## config.mk

```make
export PLATFORM = sky130hd
export DESIGN_NAME = imem_loader
export DESIGN_NICKNAME = d
export VERILOG_FILES = /design/src/rtl/imem_loader.sv
export SDC_FILE = /design/constraint.sdc
export NUM_CORES = 1
export LEC_CHECK = 0
export CAP_MARGIN = 10
export CORE_ASPECT_RATIO = 0.7
export CORE_MARGIN = 1.5
export CORE_UTILIZATION = 30
export CTS_BUF_LIST = sky130_fd_sc_hd__clkbuf_4
export DETAILED_ROUTE_END_ITERATION = 8
export SYNTH_ARGS = -nofsm -noshare
export SYNTH_HDL_FRONTEND = slang
export SYNTH_SLANG_ARGS = --single-unit
```

## constraint.sdc

```tcl
create_clock -name clk -period 1.92 [get_ports clk]
set_clock_uncertainty 0.1 [all_clocks]
set_input_delay 0.384 -clock clk [delete_from_list [all_inputs] [get_ports clk]]
set_output_delay 0.384 -clock clk [all_outputs]
set_load 0.005 [all_outputs]
```

## src/rtl/imem_loader.sv

```systemverilog
// Instruction-memory program loader: assembles a little-endian byte stream into
// 32-bit words and writes them to consecutive addresses while stalling the core.
module imem_loader #(
  parameter int DEPTH  = 64,
  parameter int ADDR_W = 6
) (
  input  logic              clk,
  input  logic              rst_n,
  input  logic              start,
  input  logic [ADDR_W:0]   word_count,
  input  logic              byte_valid,
  input  logic [7:0]        byte_data,
  output logic              byte_ready,
  output logic              mem_we,
  output logic [ADDR_W-1:0] mem_waddr,
  output logic [31:0]       mem_wdata,
  output logic              busy,
  output logic              cpu_hold,
  output logic              done,
  output logic              err
);

  // state | meaning
  // IDLE  | waiting for start
  // RECV  | accepting stream bytes into the assembly register
  // WRITE | one-cycle write of the assembled word
  // DONE  | one-cycle completion pulse
  typedef enum logic [1:0] {IDLE, RECV, WRITE, DONE} state_t;

  localparam logic [ADDR_W:0] DEPTH_W = (ADDR_W+1)'(DEPTH);
  localparam logic [ADDR_W:0] ONE_W   = (ADDR_W+1)'(1);

  state_t              state_q;
  logic [ADDR_W:0]     cnt_q;
  logic [ADDR_W-1:0]   addr_q;
  logic [1:0]          idx_q;
  logic [2:0][7:0]     shift_q;
  logic                mem_we_q;
  logic [ADDR_W-1:0]   mem_waddr_q;
  logic [31:0]         mem_wdata_q;
  logic                busy_q;
  logic                done_q;
  logic                err_q;

  always_ff @(posedge clk or negedge rst_n) begin
    if (!rst_n) begin
      state_q     <= IDLE;
      cnt_q       <= '0;
      addr_q      <= '0;
      idx_q       <= '0;
      shift_q     <= '0;
      mem_we_q    <= 1'b0;
      mem_waddr_q <= '0;
      mem_wdata_q <= '0;
      busy_q      <= 1'b0;
      done_q      <= 1'b0;
      err_q       <= 1'b0;
    end else begin
      mem_we_q <= 1'b0;
      done_q   <= 1'b0;
      case (state_q)
        IDLE: begin
          if (start) begin
            addr_q <= '0;
            idx_q  <= '0;
            err_q  <= (word_count > DEPTH_W);
            cnt_q  <= (word_count > DEPTH_W) ? DEPTH_W : word_count;
            if (word_count == '0) begin
              state_q <= DONE;
              done_q  <= 1'b1;
            end else begin
              state_q <= RECV;
              busy_q  <= 1'b1;
            end
          end
        end
        RECV: begin
          if (byte_valid) begin
            idx_q <= idx_q + 2'd1;
            // The fourth byte goes straight into the write data rather than the shift register
            if (idx_q == 2'd3) begin
              state_q     <= WRITE;
              mem_we_q    <= 1'b1;
              mem_waddr_q <= addr_q;
              mem_wdata_q <= {byte_data, shift_q[2], shift_q[1], shift_q[0]};
            end else begin
              shift_q[idx_q] <= byte_data;
            end
          end
        end
        WRITE: begin
          addr_q <= addr_q + 1'b1;
          // Compare one bit wider so a full 2**ADDR_W load ends without wrapping
          if (({1'b0, addr_q} + ONE_W) == cnt_q) begin
            state_q <= DONE;
            done_q  <= 1'b1;
            busy_q  <= 1'b0;
          end else begin
            state_q <= RECV;
          end
        end
        DONE: begin
          state_q <= IDLE;
        end
        default: begin
          state_q <= IDLE;
        end
      endcase
    end
  end

  assign byte_ready = (state_q == RECV);
  assign cpu_hold   = (state_q == RECV) || (state_q == WRITE);
  assign mem_we     = mem_we_q;
  assign mem_waddr  = mem_waddr_q;
  assign mem_wdata  = mem_wdata_q;
  assign busy       = busy_q;
  assign done       = done_q;
  assign err        = err_q;

endmodule

```

== Word level (Yosys, flattened, before mapping) ==
Cells that the tools add are included.

* Input bits: 19
* Register bits after elaboration: 83
* Word-level logic and storage cells: 69

* Muxes and demuxes: 26
* Equal/unequal tests: 10
* $add $sub $neg: 3
* $lt $le $gt $ge: 3
* Bitwise logic cells: 1
* Reduce and logical (&&, ||, !) cells: 13

{| class="wikitable"
|+ Operators by type and width
! operator !! number
|-
| $bwmux 24 || 1
|-
| $demux 8 s2 || 1
|-
| $mux 2 || 7
|-
| $pmux 6 s2 || 1
|-
| $reduce_and 3->1 || 4
|-
| $mux 1 || 9
|-
| $mux 8 || 1
|-
| $ne 2x2->1 const B || 4
|-
| $pmux 2 s4 || 1
|-
| $add 6x1->7 const B || 1
|-
| $eq 7x7->1 || 1
|-
| $gt 7x7->1 const B || 1
|-
| $logic_not 7->1 || 1
|-
| $mux 7 || 1
|-
| $add 6x1->6 const B || 1
|-
| $eq 2x2->1 const B || 3
|-
| $mux 6 || 1
|-
| $pmux 1 s2 || 2
|-
| $pmux 2 s2 || 1
|-
| $reduce_and 2->1 || 2
|-
| $reduce_and 4->1 || 1
|-
| $reduce_bool 2->1 || 2
|-
| $lt 2x3->1 const B || 1
|-
| $add 2x1->2 const B || 1
|-
| other kinds (7) || 7
|}

== Depth between registers and ports, before layout ==
* Depth after elaboration: 5
* Mapped depth: 7
* Gate-level depth less buffers: 7

== Worst setup path after synthesis ==
OpenSTA, ideal clock, no wires.

* Path type: register -> register
* Start: register addr_q[0]
* End: register state_q[1]
* Stages on the path, launching flop included: 6
* Library setup time: 0.066 ns
* Buffers on the path: 0
* Path slack: 0.103 ns
* Arrival: 1.651 ns
* Required time: 1.754 ns
* Period minus slack after synthesis: 1.817 ns
* Cells stage by stage: dfrtp_1 ha_1 nand3_4 or3_4 a2111oi_2 o31a_1

* Cells in the longest elaborated chain, start to end: 4

{| class="wikitable"
|+ Ends and longest elaborated chain
! item !! line !! text
|-
| start: declaration || 35 || <nowiki>logic [ADDR_W-1:0] addr_q;</nowiki>
|-
| start signal: assignment || 92 || <nowiki>addr_q <= addr_q + 1'b1;</nowiki>
|-
| $add 6x1->7 || 94 || <nowiki>if (({1'b0, addr_q} + ONE_W) == cnt_q) begin</nowiki>
|-
| $eq 7x7->1 || 94 ||
|-
| $mux 2 || 94 ||
|-
| $pmux 2 s4 || 61 || <nowiki>case (state_q)</nowiki>
|-
| end signal: assignment || 69 || <nowiki>state_q <= DONE;</nowiki>
|-
| end signal: assignment || 95 || <nowiki>state_q <= DONE;</nowiki>
|-
| end signal: assignment || 99 || <nowiki>state_q <= RECV;</nowiki>
|-
| end: declaration || 33 || <nowiki>state_t state_q;</nowiki>
|}

Every way passes these cells.
A chain may end at the register's enable or synchronous reset.

== Worst setup path in the final report ==
Ends and elaborated chain as after synthesis.

==> reports/qor.yml <==
layout:
  fill_cells: 1068
  stdcell_area_mm2: 0.00498
  drive_gt1_frac: 0.361
  area_growth_pct: 39.9
  final-seq-area_mm2: 0.00208
  multiInputGateArea_mm2: 0.00145
  num_antenna_cells: 0
  final_cell_mix: "dfrtp_1, mux2_2, clkdlybuf4s50_1, buf_4, nand2_1"
  final_nets: 393
  layout_commonest_cell: "dfrtp_1"
synth:
  synth_cell_types: 38
  ys_warn_count: 0
  synth_area_mm2: 0.00356
  synth_top_area_frac: 0.584
  ys_async_sr_fraction: 1.00
  synthTopCellsByArea: "dfrtp_1, mux2_2, ha_1, nand2_1, o21ai_0"
  netlist_instances: 262
  avgSynthCellArea_um2: 13.6
  yosysSeqAreaShare: 0.584
  yosys.area.top_type: "dfrtp_1"
  synth_nets: 289
  ys_seq_elements: 83
  synth_ff_type: "dfrtp_1"
  synth_edf_count: 0
floorplan:
  die_h_um: 94.1
  ioPinCount: 63
  fp.dieArea_mm2: 0.0125
  die_w_um: 133
  design.core.area_mm2: 0.0116
  placementRows: 33
  start_util: 0.306
placement:
  port_buffers: 62
  post_dp_cell_area_mm2: 0.00454
  dp_slack_ns: -0.212
  dp_hpwl_um: 5360
  gp_congestion: 0.759
setup_path:
  crit_fanout: 3
  critPathArrivalTime_ns: 2.11
  rrSetupSlack_ns: 0.03
  worst-setup-path-type: "flip-flop to flip-flop"
  worstSetupEndpointType: "flip-flop"
  start_kind: "flip-flop"
  required_ns: 2.15
sta:
  fin_crit_sh: 0.982
  fin_ws_ns: 0.0340
  max-slew-margin-rel: 0.663
  slew_violations: 0
  finalSetupViolCount: 0
  period_needed_ns: 1.89
  tightest_slew_ns: 0.505
  hold_viol: 0
  max_freq_ghz: 0.530
drt:
  avgViaCountPerCell: 4.55
  drcViolationCount: 0
  drtPass1Iterations: 4
  drtAntennaViolNets: 0
  drtIter0Drc: 70
  vias: 2402
  wl_per_cell_um: 14.5
  wl_um: 7670
outcome:
  outcome: "complete, no violations"
cts:
  root_buffer: "clkbuf_4"
  clkSlewWorstSetupHoldPaths_ns: 0.14
  h-tree-depth: 3
  tritoncts: "done"
  numCtsBuffers: 9
  cts.path.max_buffers: 2
  cts.sinks: 83
  insertion_delay_ns: 0.43
global_route:
  grt_max_degree: 38
  grt_pass1_wl_um: 12200
  overflow: 0
  antenna_found_initial: 0
  grt_pass1_vias: 2345
  grt_use_total: 0.125
job:
  maxCapViolCount: 0
power:
  ir_drop_mv: 0.438
  cellPowerDensity_mw_per_mm2: 1140
  total_leakage_power_nw: 2.33
  total_power_mw: 5.66
worst_hold_path:
  hp-class: "input pin to asynchronous set/reset pin"
-- path summary, 6_finish.rpt --
path,from,end,cells past startpoint
max,addr_q[0]$_DFFE_PN0P_,state_q[1]$_DFFE_PN0P_,5
min,rst_n,shift_q[7]$_DFFE_PN0P_,2
max reg2reg,addr_q[0]$_DFFE_PN0P_,state_q[1]$_DFFE_PN0P_,5
min reg2reg,shift_q[21]$_DFFE_PN0P_,mem_wdata[21]$_DFFE_PN0P_,1
max in group asynchronous,rst_n,shift_q[9]$_DFFE_PN0P_,3
min in group clk,shift_q[21]$_DFFE_PN0P_,mem_wdata[21]$_DFFE_PN0P_,1
-- power breakdown --
group | internal [mW] | switching [mW]
logic | 1.22 | 0.844
registers | 2.26 | 0.301
clock network | 0.406 | 0.625
-- state kept, by name (all words and copies together) (netlist names) --
register and flops:
mem_we 1, shift_q 24, cnt_q 7, mem_wdata 32, idx_q 2, busy 1, mem_waddr 6, err 1
addr_q 6, state_q 2, done 1
-- Yosys cell counts (2+ instances only) --
| master | count |
|---|---|
| nand2b_1 | 7 |
| o21ai_0 | 12 |
| a21boi_0 | 2 |
| xnor2_1 | 5 |
| xor2_1 | 4 |
| buf_2 | 2 |
| inv_1 | 8 |
| a22o_1 | 5 |
| nand3_1 | 4 |
| mux2_2 | 64 |
| dfrtp_1 | 83 |
| nand2_1 | 18 |
| ha_1 | 8 |
| nor3_1 | 3 |
| o32a_1 | 2 |
| buf_6 | 3 |
| nor2_1 | 7 |
| clkbuf_1 | 5 |
-- through the flow --
| stage | setup TNS, ns | instances | util | hold WS, ns |
|---|---|---|---|---|
| 2_1_floorplan | 0 | 262 | - | -0.0116 |
| 3_3_place_gp | -2.31 | 496 | 0.390 | 0.288 |
| 3_5_place_dp | -3.64 | 496 | 0.390 | 0.293 |
| 4_1_cts | 0 | 517 | 0.407 | 0.334 |
| 5_1_grt | -0.0117 | 528 | 0.427 | 0.358 |
| 6_report | 0 | 528 | 0.427 | 0.348 |
-- area by class of cell --
| type | instances | share of cell area |
|---|---|---|
| Timing Repair Buffer | 104 | 0.217 |
| Clock buffer | 9 | 0.0136 |
| Sequential cell | 83 | 0.418 |
| Tap cell | 157 | 0.0395 |
| Clock inverter | 7 | 0.0153 |
| Multi-Input combinational cell | 160 | 0.291 |
| Inverter | 8 | 0.00603 |
-- per-layer routing --
metal / up-vias / share of wire / global-route usage
met3: 8 / 0.048 / 0.0394
met1: 1206 / 0.50 / 0.176
met4: 0 / 0.010 / 0.0353
met5: - / 0 / 0
met2: 50 / 0.44 / 0.186
li1: 1138 / - / -
-- kinds of logic after synthesis --
kind of cell,count (synthesis),synth area share
DFF,83,0.584
muxes,65,0.205
and+or+nand+nor,45,0.0654
AOI/OAI and AO/OA,33,0.0682
buffers and inverters,19,0.0271
xor gates and xnor gates,9,0.0222
adders and majority gates,8,0.0281
-- worst max-delay path: stages (launching register included) --
cell,delay [ns]
dfrtp_1,0.41
ha_1,0.26
buf_4,0.16
o221ai_1,0.43
a2111oi_4,0.16
o31a_1,0.27
-- timing repair --
item                                    4_1_cts  5_1_grt
endpoints found under the setup margin        2       46
resized for setup                             6       23
hold endpoints to repair                     34        0
pin swaps                                     1        3
gates cloned                                  0        3
hold buffers                                  1        0
buffers inserted                              4        9
Power figures use the tool's default switching activity.
